### src/rtl/instr_fetch_buffer.sv
// Instruction fetch buffer: circular FIFO between the fetch and decode stages.
// Optional decode-stall performance counter enabled by defining IFB_PERF_CNT_EN.
module instr_fetch_buffer #(
  parameter int DEPTH = 4
) (
  input  logic                     clk,
  input  logic                     rst,
  input  logic                     if_valid_i,
  input  logic [31:0]              if_instr_i,
  input  logic [31:0]              if_pc_i,
  output logic                     if_ready_o,
  input  logic                     flush_i,
  input  logic                     id_stall_i,
  output logic                     id_valid_o,
  output logic [31:0]              id_instr_o,
  output logic [31:0]              id_pc_o,
  output logic [$clog2(DEPTH):0]   count_o,
  output logic [31:0]              stall_cnt_o
);

  localparam int AW = $clog2(DEPTH);
  localparam logic [AW:0]   DEPTH_C  = (AW+1)'(DEPTH);
  localparam logic [AW:0]   CNT_ZERO = (AW+1)'(0);
  localparam logic [AW:0]   CNT_ONE  = (AW+1)'(1);
  localparam logic [AW-1:0] PTR_ZERO = AW'(0);
  localparam logic [AW-1:0] PTR_ONE  = AW'(1);

  logic [AW-1:0] wr_ptr_r;
  logic [AW-1:0] rd_ptr_r;
  logic [AW:0]   count_r;
  logic [31:0]   instr_mem_r [DEPTH];
  logic [31:0]   pc_mem_r    [DEPTH];

  logic          ready_s;
  logic          valid_s;
  logic          push_s;
  logic          pop_s;
  logic [31:0]   head_instr_s;
  logic [31:0]   head_pc_s;

  // Handshake decode; flush suppresses both push and pop.
  always_comb begin
    ready_s = 1'b0;
    valid_s = 1'b0;
    push_s  = 1'b0;
    pop_s   = 1'b0;
    if (count_r < DEPTH_C) begin
      ready_s = 1'b1;
    end else begin
      ready_s = 1'b0;
    end
    if (count_r != CNT_ZERO) begin
      valid_s = 1'b1;
    end else begin
      valid_s = 1'b0;
    end
    if (flush_i) begin
      push_s = 1'b0;
      pop_s  = 1'b0;
    end else begin
      push_s = if_valid_i & ready_s;
      pop_s  = valid_s & ~id_stall_i;
    end
  end

  // Pointer and occupancy state; flush takes priority over push/pop.
  always_ff @(posedge clk or posedge rst) begin
    if (rst) begin
      wr_ptr_r <= PTR_ZERO;
      rd_ptr_r <= PTR_ZERO;
      count_r  <= CNT_ZERO;
    end else if (flush_i) begin
      wr_ptr_r <= PTR_ZERO;
      rd_ptr_r <= PTR_ZERO;
      count_r  <= CNT_ZERO;
    end else begin
      if (push_s) begin
        wr_ptr_r <= wr_ptr_r + PTR_ONE;
      end
      if (pop_s) begin
        rd_ptr_r <= rd_ptr_r + PTR_ONE;
      end
      case ({push_s, pop_s})
        2'b10:   count_r <= count_r + CNT_ONE;
        2'b01:   count_r <= count_r - CNT_ONE;
        default: count_r <= count_r;
      endcase
    end
  end

  // Storage array: written only on a push, never reset, never touched by a pop.
  always_ff @(posedge clk) begin
    if (push_s) begin
      instr_mem_r[wr_ptr_r] <= if_instr_i;
      pc_mem_r[wr_ptr_r]    <= if_pc_i;
    end
  end

  // Head selection; an empty buffer presents a NOP at PC 0 so array contents never leak.
  always_comb begin
    head_instr_s = 32'h0000_0000;
    head_pc_s    = 32'h0000_0000;
    if (valid_s) begin
      head_instr_s = instr_mem_r[rd_ptr_r];
      head_pc_s    = pc_mem_r[rd_ptr_r];
    end else begin
      head_instr_s = 32'h0000_0000;
      head_pc_s    = 32'h0000_0000;
    end
  end

  assign if_ready_o = ready_s;
  assign id_valid_o = valid_s;
  assign id_instr_o = head_instr_s;
  assign id_pc_o    = head_pc_s;
  assign count_o    = count_r;

`ifdef IFB_PERF_CNT_EN
  logic [31:0] stall_cnt_r;

  // Saturating count of cycles where decode holds a valid head; only reset clears it.
  always_ff @(posedge clk or posedge rst) begin
    if (rst) begin
      stall_cnt_r <= 32'h0000_0000;
    end else if (valid_s && id_stall_i && (stall_cnt_r != 32'hFFFF_FFFF)) begin
      stall_cnt_r <= stall_cnt_r + 32'h0000_0001;
    end else begin
      stall_cnt_r <= stall_cnt_r;
    end
  end

  assign stall_cnt_o = stall_cnt_r;
`else
  assign stall_cnt_o = 32'h0000_0000;
`endif

endmodule

### config.mk
export PLATFORM = sky130hd
export DESIGN_NAME = instr_fetch_buffer
export DESIGN_NICKNAME = d
export VERILOG_FILES = /design/src/rtl/instr_fetch_buffer.sv
export SDC_FILE = /design/constraint.sdc
export NUM_CORES = 1
export LEC_CHECK = 0
export BUFFER_PORTS_ARGS = -buffer_cell sky130_fd_sc_hd__clkbuf_2
export CORE_ASPECT_RATIO = 1.5
export CORE_MARGIN = 8
export CORE_UTILIZATION = 50
export CTS_BUF_LIST = sky130_fd_sc_hd__clkbuf_8
export DETAILED_ROUTE_END_ITERATION = 8
export PLACE_DENSITY = 0.72
export SLEW_MARGIN = 10
export SYNTH_ARGS = -nofsm -noshare
export SYNTH_HDL_FRONTEND = slang
export SYNTH_SLANG_ARGS = --single-unit
### constraint.sdc
create_clock -name clk -period 3.5 [get_ports clk]
set_input_delay 0.525 -clock clk [delete_from_list [all_inputs] [get_ports clk]]
set_output_delay 0.525 -clock clk [all_outputs]
set_load 0.01 [all_outputs]
**After elaboration in Yosys (flattened, before gate mapping)**

Memory sizes are Yosys's and may differ from the RTL's.
Index checks and enable logic that the tools add are counted.

- Memories: 2
- Output and inout bits: 101
- Bits in latches: 0
- Register bits: 7
- RAM bits: 256
- Bits in read-only memories: 0

Memories:

| name | words | width | read ports | clocked after Yosys merged registers in | wr ports | line | text |
|---|---|---|---|---|---|---|---|
| instr_mem_r | 4 | 32 | 1 | 0 | 1 | 31 | `logic [31:0] instr_mem_r [DEPTH];` |
| pc_mem_r | 4 | 32 | 1 | 0 | 1 | 32 | `logic [31:0] pc_mem_r [DEPTH];` |

- Equality and inequality tests: 2
- Multiplexer cells: 14
- Bitwise logic cells: 3
- Shift operators: 0
- Reduce and logical (&&, ||, !) cells: 4
- Order comparisons: 1
- Add/sub/neg operators: 4
- Div/mod/pow operators: 0
- Multipliers: 0

Operator list:

| operator | number |
|---|---|
| two-way mux 32 bit | 2 |
| two-way mux 2 bit | 4 |
| two-way mux 1 bit | 6 |
| one-hot mux 3 bit (2 select lines) | 1 |
| nonzero test 3 bit | 2 |
| adder 2 x 1 -> 2 bit (second input constant) | 2 |
| nonzero test 2 bit | 2 |
| adder 3 x 1 -> 3 bit (second input constant) | 1 |
| < comparator 3 bit (second input constant) | 1 |
| two-way mux 3 bit | 1 |
| subtractor 3 x 1 -> 3 bit (second input constant) | 1 |
| bitwise AND 1 bit | 2 |
| equality test 2 x 1 -> 1 bit (second input constant) | 1 |
| equality test 2 bit (second input constant) | 1 |
| NOT 1 bit | 1 |

**Longest topological paths before layout**

Gate-level depths: netlist of the first run.

- Word-level depth: 7
- Gate-level depth with buffers: 8
- Gate-level depth less buffers: 6

**Worst setup path after synthesis of the first run**

Ideal clock, no wire load.

- Path type: register to register
- From: register count_r[2] (netlist: count_o[2])
- To: memory instr_mem_r[0][0], enable pin
- Period minus slack after synthesis: 2.868 ns
- Data required time: 3.071 ns
- Arrival time: 2.439 ns
- Library setup time: 0.429 ns
- Cell stages (with the launch flop): 4
- Path slack: 0.632 ns
- Path through: dfrtp_1 > nand2b_1 > nor2_1 > and2_1

- Cells in the longest elaborated chain, start to end: 6

Ends and longest elaborated chain:

| element | line | text |
|---|---|---|
| start: declaration | 30 | `logic [AW:0] count_r;` |
| start signal: assignment | 84 | `2'b10: count_r <= count_r + CNT_ONE;` |
| start signal: assignment | 85 | `2'b01: count_r <= count_r - CNT_ONE;` |
| start signal: assignment | 86 | `default: count_r <= count_r;` |
| < comparator 3 bit | 47 | `if (count_r < DEPTH_C) begin` |
| two-way mux 1 bit | 47 |  |
| bitwise AND 1 bit | 61 | `push_s = if_valid_i & ready_s;` |
| two-way mux 1 bit | 57 | `if (flush_i) begin` |
| two-way mux 1 bit | 93 | `if (push_s) begin` |
| two-way mux 1 bit (implied by the code) | 94 | `instr_mem_r[wr_ptr_r] <= if_instr_i;` |
| end: declaration | 31 |  |

Every way passes these cells.

**Worst setup path in the final report of the first run**

- From: register rd_ptr_r[0]
- To: output port id_pc_o[29]

- Cells in the longest elaborated chain, start to end: 2

Ends and longest elaborated chain:

| element | line | text |
|---|---|---|
| start: declaration | 29 | `logic [AW-1:0] rd_ptr_r;` |
| start signal: assignment | 81 | `rd_ptr_r <= rd_ptr_r + PTR_ONE;` |
| memory (4 x 32 bit) | - |  |
| two-way mux 32 bit | 103 | `if (valid_s) begin` |
| end: declaration | 16 | `output logic [31:0] id_pc_o,` |

Every way passes these cells.

==> impl_metrics.json, run 1 <==
{
  "cts_made_buffers": 39,
  "drt_iter0_markers": 276,
  "vias_per_cell": 5.26,
  "drc": 0,
  "cts_tree": "yes",
  "hold_slack_ns": 0.237,
  "arrival_ns": 2.52,
  "antenna_left": 0,
  "die_area_um2": 25800,
  "critPathRequiredTime_ns": 2.97,
  "hold_path.class": "in -> reg",
  "leakagePower_nw": 4.16,
  "final_hold_viol_count": 0,
  "gp_congestion": 0.685,
  "cts_sinks": 263,
  "place_ws_ns": 0.901,
  "ys_top_cells_by_area": "edfxtp_1 (74%), mux4_2 (14%), nor2b_1 (4.0%)",
  "fin_crit_sh": 0.870,
  "rsz0062_at_grt": "no",
  "ys_seq_area_frac": 0.754,
  "port_buffers": 137,
  "synth_seq_cells": 263,
  "syn_inst": 500,
  "clockRootBuffer": "clkbuf_8",
  "rr_endpoint": "count_o[2]",
  "setup_viol": 0,
  "dp_hpwl_um": 12300,
  "rr_worst_depth": 7,
  "wl_per_cell_um": 21.0,
  "die_x_um": 134,
  "nNetsFinal": 737,
  "h-tree-depth": 2,
  "p_per_area_nw_per_um2": 560,
  "grt_overflow": 0,
  "worst_pin_slew_ns": 0.639,
  "slew_violations": 0,
  "synth_warnings": 0,
  "min_period_ns": 3.05,
  "critPathMaxFanout": 28,
  "vdd.ir_drop.worst_mv": 0.328,
  "start_kind": "flip-flop",
  "clkTransAtPathRegs_ns": 0.07,
  "postCtsResizedCells": 0,
  "reg2reg_slack_ns": 1.12,
  "grt_pass1_vias": 5609,
  "worstSetupStartpoint": "rd_ptr_r[0]",
  "multiInputGateArea_um2": 2290,
  "insertion_delay_ns": 0.50,
  "end_kind": "primary output",
  "layout-drive-gt1-share": 0.390,
  "skew_ns": 0.0113,
  "ioPinCount": 170,
  "synth_area_um2": 10400,
  "finalSetupTns_ns": 0,
  "max-slew-margin-rel": 0.574,
  "rows": 64,
  "initial_core_util": 0.511,
  "cap_violations": 0,
  "grt_max_degree": 40,
  "avgSynthCellArea_um2": 20.9,
  "status": "completed",
  "ys_types": 31,
  "grt_pass1_wl_um": 30800,
  "cts_max_path_buffers": 3,
  "seq_area_um2": 7870,
  "antenna_found_initial": 0,
  "vias": 5015,
  "crit_type": "reg -> out",
  "fillers": 1545,
  "r2r-start": "count_o[0]",
  "die_h_um": 193,
  "fin_ws_ns": 0.454,
  "coreArea_um2": 20400,
  "grt_use_total": 0.154,
  "firstDrtPassIters": 4,
  "area_growth_syn_to_layout_pct": 15.3,
  "synth_top_area_cell": "edfxtp_1",
  "drt-total-wl_um": 20000,
  "setup.worst_path.end": "id_pc_o[29]",
  "timing.fmax_mhz": 328,
  "netlist.area_leader.share": 0.737
}
-- synthesized netlist by cell type (all sizes together) --
cell type / count
clkbuf: 9
or3: 1
o22ai: 1
fa: 1
nor2b: 66
or2: 1
o21ai: 5
buf: 48
nand2: 4
and2: 4
xnor2: 3
ha: 4
nand2b: 1
a31oi: 1
edfxtp: 256
mux4: 64
nand3b: 1
nor4: 2
a22oi: 1
nor3b: 1
nor3: 1
dfrtp: 7
conb: 1
nor2: 5
a211oi: 1
mux2i: 1
inv: 5
a21oi: 3
o211ai: 2
-- worst min path at each step --
stage                               from            endpoint  slack (ns)  cells past startpoint
after CTS                 if_instr_i[22]  instr_mem_r[3][22]        0.21                      1
final                     if_instr_i[22]  instr_mem_r[3][22]        0.24                      1
after floorplan                      rst          count_o[0]        0.33                      1
after global routing       if_instr_i[2]   instr_mem_r[3][2]        0.22                      1
after detailed placement             rst          count_o[2]        0.45                      2
after global placement               rst          count_o[2]        0.44                      2
-- report_power, final --
group	leakage, nW	internal (W)	switching (W)
Combinational	1.36	0.000428	0.000504
Sequential	2.41	0.00357	0.0000750
Clock	0.383	0.00108	0.00107
Total	4.16	0.00508	0.00165
-- per-layer routing --
metal  global-route usage  share of wire  up-vias
li1                     -              -     2255
met1                0.175           0.37     2552
met2                0.279           0.53      169
met3               0.0341          0.070       39
met4               0.0611          0.024        0
met5                    0              0        -
-- area by class of cell --
type | count | share of cell area
diodes | 1 | 0.000208
clock buffers | 41 | 0.0469
clock inverters | 25 | 0.00884
inverters | 5 | 0.00156
multi-input cells | 206 | 0.191
flip-flops and latches | 263 | 0.654
well taps | 264 | 0.0275
repair buffers | 148 | 0.0703
-- flip-flops by register name (all words and copies together), names as in the netlist --
name	count
wr_ptr_r	2
pc_mem_r	128
instr_mem_r	128
count_o	3
rd_ptr_r	2
-- timing repair --
| action | 4_1_cts | 5_1_grt |
|---|---|---|
| hold buffers | 1 | 0 |
| hold endpoints to repair | 7 | 0 |
| buffers inserted | 0 | 0 |
-- placed cells by master (no fill, tap or decap), types with 5 or more instances in the layout --
cell type  instances
clkinv_1           8
nor2_1             5
o21ai_0            5
buf_12             6
inv_1             14
edfxtp_1         256
conb_1            32
nor2b_1           66
clkinv_2           7
clkbuf_8          41
mux4_2            64
clkbuf_2         137
dfrtp_1            5
-- cell families (layout without fill, tap and decap cells) --
logic type | Yosys count | in the layout | synth area share
flip-flops | 263 | 263 | 0.754
AND/OR/NAND/NOR | 87 | 87 | 0.0512
multiplexers | 65 | 65 | 0.139
buffers and inverters | 62 | 219 | 0.0386
AO/OA/AOI/OAI | 14 | 14 | 0.00791
adder cells (fa/ha/maj) | 5 | 5 | 0.00672
XOR/XNOR | 3 | 3 | 0.00252
other | 1 | 33 | 0.000359
-- through the flow --
| stage | power [W] | instances | util | instance area (µm²) |
|---|---|---|---|---|
| final | 0.00673 | 953 | 0.589 | 12000 |
| after global routing | 0.00703 | 952 | 0.589 | 12000 |
| after CTS | 0.00683 | 952 | 0.589 | 12000 |
| after detailed placement | 0.00467 | 885 | 0.556 | 11300 |
| after global placement | 0.00465 | 885 | 0.556 | 11300 |
| after floorplan | 0.00432 | 531 | - | 10600 |
-- critical path, stage by stage (launching register included) --
cell,delay [ns]
dfrtp_4,0.80
buf_4,0.39
mux4_2,0.54
nor2b_1,0.14
clkbuf_2,0.13
(Power assumes the default switching activity.)
==> inputs of run 2 (changes only) <==
--- a/config.mk
+++ b/config.mk
@@ -5,13 +5,13 @@
 export SDC_FILE = /design/constraint.sdc
 export NUM_CORES = 1
 export LEC_CHECK = 0
-export BUFFER_PORTS_ARGS = -buffer_cell sky130_fd_sc_hd__clkbuf_2
-export CORE_ASPECT_RATIO = 1.5
+export CORE_ASPECT_RATIO = 0.8
 export CORE_MARGIN = 8
 export CORE_UTILIZATION = 50
 export CTS_BUF_LIST = sky130_fd_sc_hd__clkbuf_8
 export DETAILED_ROUTE_END_ITERATION = 8
-export PLACE_DENSITY = 0.72
+export DONT_BUFFER_PORTS = 1
+export GPL_TIMING_DRIVEN = 1
 export SLEW_MARGIN = 10
 export SYNTH_ARGS = -nofsm -noshare
 export SYNTH_HDL_FRONTEND = slang
==> run 2 against run 1 <==
- core utilization shrank 3.6 points
- critical path type unchanged
- setup slack got worse by 0.062 ns
- critical endpoint is now id_instr_o[6]
- sequential share of layout area grew 3.7 points
- first-iteration DRC count fell by 6.9%
- maximum frequency shrank 2.0%
- register-to-register slack worse by 0.02 ns
- clock skew rose by 0.0098 ns
- power fell by 1.8%
==> impl_metrics.json, run 2 (synthesis results as in run 1) <==
{
  "post-route-util": 0.554,
  "initial_core_util": 0.507,
  "critPathRequiredTime_ns": 2.97,
  "final_hold_viol_count": 0,
  "place_ws_ns": 0.861,
  "cts_max_path_buffers": 3,
  "critPathSlowestCell": "dfrtp_4",
  "drc": 0,
  "hold-path-endpoint": "rd_ptr_r[0]",
  "clkTransAtPathRegs_ns": 0.06,
  "die_x_um": 178,
  "final_cell_mix": "edfxtp_1 (256), nor2b_1 (66), mux4_2 (64), clkbuf_8 (42), conb_1 (32)",
  "finalPower_w": 0.00661,
  "slowest_delay_ns": 0.92,
  "rows": 47,
  "drt_iter0_markers": 257,
  "critical_path.top_delay_family": "flip-flops",
  "hold_path.class": "in -> reg",
  "coreArea_um2": 20600,
  "layout-drive-gt1-share": 0.232,
  "dp_hpwl_um": 11300,
  "end_kind": "primary output",
  "insertion_delay_ns": 0.52,
  "slew_violations": 0,
  "antenna_left": 0,
  "vias": 4502,
  "skew_ns": 0.0212,
  "max-slew-margin-rel": 0.493,
  "ioPinCount": 170,
  "timing.fmax_mhz": 322,
  "vias_per_cell": 5.43,
  "h-tree-depth": 2,
  "firstDrtPassIters": 4,
  "min-delay-start": "flush_i",
  "die_h_um": 145,
  "port_buffers": 0,
  "arrival_ns": 2.58,
  "status": "completed",
  "grt_pass1_wl_um": 29400,
  "grt_pass1_vias": 5047,
  "crit_type": "reg -> out",
  "r2r-start": "count_o[0]",
  "hold_path_depth": 1,
  "setup_viol": 0,
  "diodes": 0,
  "worst_pin_slew_ns": 0.760,
  "cap_violations": 0,
  "cts_sinks": 263,
  "wl_per_cell_um": 23.0,
  "vdd.ir_drop.worst_mv": 0.365,
  "antenna_found_initial": 0,
  "rr_endpoint": "count_o[2]",
  "die_area_um2": 25800,
  "fin_ws_ns": 0.392,
  "drt-total-wl_um": 19100,
  "p_per_area_nw_per_um2": 580,
  "final_common_cell": "edfxtp_1",
  "cts_tree": "yes",
  "crit_chain": "buf_12 > mux4_2 > nor2b_1",
  "clockRootBuffer": "clkbuf_8",
  "grt_use_total": 0.149,
  "min_period_ns": 3.11,
  "grt_max_degree": 39,
  "nNetsFinal": 602,
  "path_buf_inv": 1,
  "gp_congestion": 0.700,
  "finalSetupTns_ns": 0,
  "area_growth_syn_to_layout_pct": 9.20,
  "start_kind": "flip-flop",
  "rsz0062_at_grt": "no",
  "cts_made_buffers": 42,
  "grt_overflow": 0,
  "leakagePower_nw": 3.59,
  "fin_crit_sh": 0.888,
  "rr_worst_depth": 7,
  "critPathMaxFanout": 34,
  "cp.depth": 3,
  "reg2reg_slack_ns": 1.10
}
## run 2: cell count changes in the layout (fill, tap and decap cells not counted), moves of 2 or more
cell | previous run | this run
clkinv_2 | 7 | 5
clkbuf_2 | 137 | 0
clkinv_1 | 8 | 16
inv_1 | 14 | 16
## run 2: worst max-delay path by stage
| stage | start | endpoint |
|---|---|---|
| after global routing | rd_ptr_r[0] | id_instr_o[6] |
| after floorplan | count_o[2] | instr_mem_r[0][0] |
| after global placement | rd_ptr_r[0] | id_pc_o[0] |
| after detailed placement | rd_ptr_r[0] | id_pc_o[0] |
| final | rd_ptr_r[0] | id_instr_o[6] |
| after CTS | rd_ptr_r[0] | id_pc_o[0] |
## run 2: stage by stage
step | area (µm²) | hold WS, ns | cells
after floorplan | 10600 | 0.328 | 531
after global placement | 10700 | 0.366 | 752
after detailed placement | 10700 | 0.375 | 752
after CTS | 11400 | 0.0193 | 829
after global routing | 11400 | 0.0265 | 829
final | 11400 | 0.0592 | 829
## run 2: layout make-up
class	instances	area [µm²]
clock buffer	42	578
fill	1604	9190
inverter	5	18.8
timing repair buffer	10	153
tap	269	337
sequential	263	7870
clock inverter	34	143
multi-input combinational	206	2290
## run 2: report_power, final
part | switching [W] | internal, W | total [W]
clock | 0.00111 | 0.00112 | 0.00224
combinational | 0.000414 | 0.000300 | 0.000714
sequential | 0.0000826 | 0.00358 | 0.00366
total | 0.00161 | 0.00500 | 0.00661
## run 2: timing repair
action                                 in CTS  in global routing
endpoints found under the hold margin       7                  0
setup buffers                               0                  0
hold buffers                                1                  0
resized for setup                           0                  0
## run 2: layer usage
layer / vias to the layer above / global-route usage / routed length [µm]
met4: 0 / 0.0474 / 383
li1: 1977 / - / -
met1: 2326 / 0.168 / 7050
met2: 158 / 0.249 / 9550
met3: 41 / 0.0677 / 2070
met5: - / 0 / 0
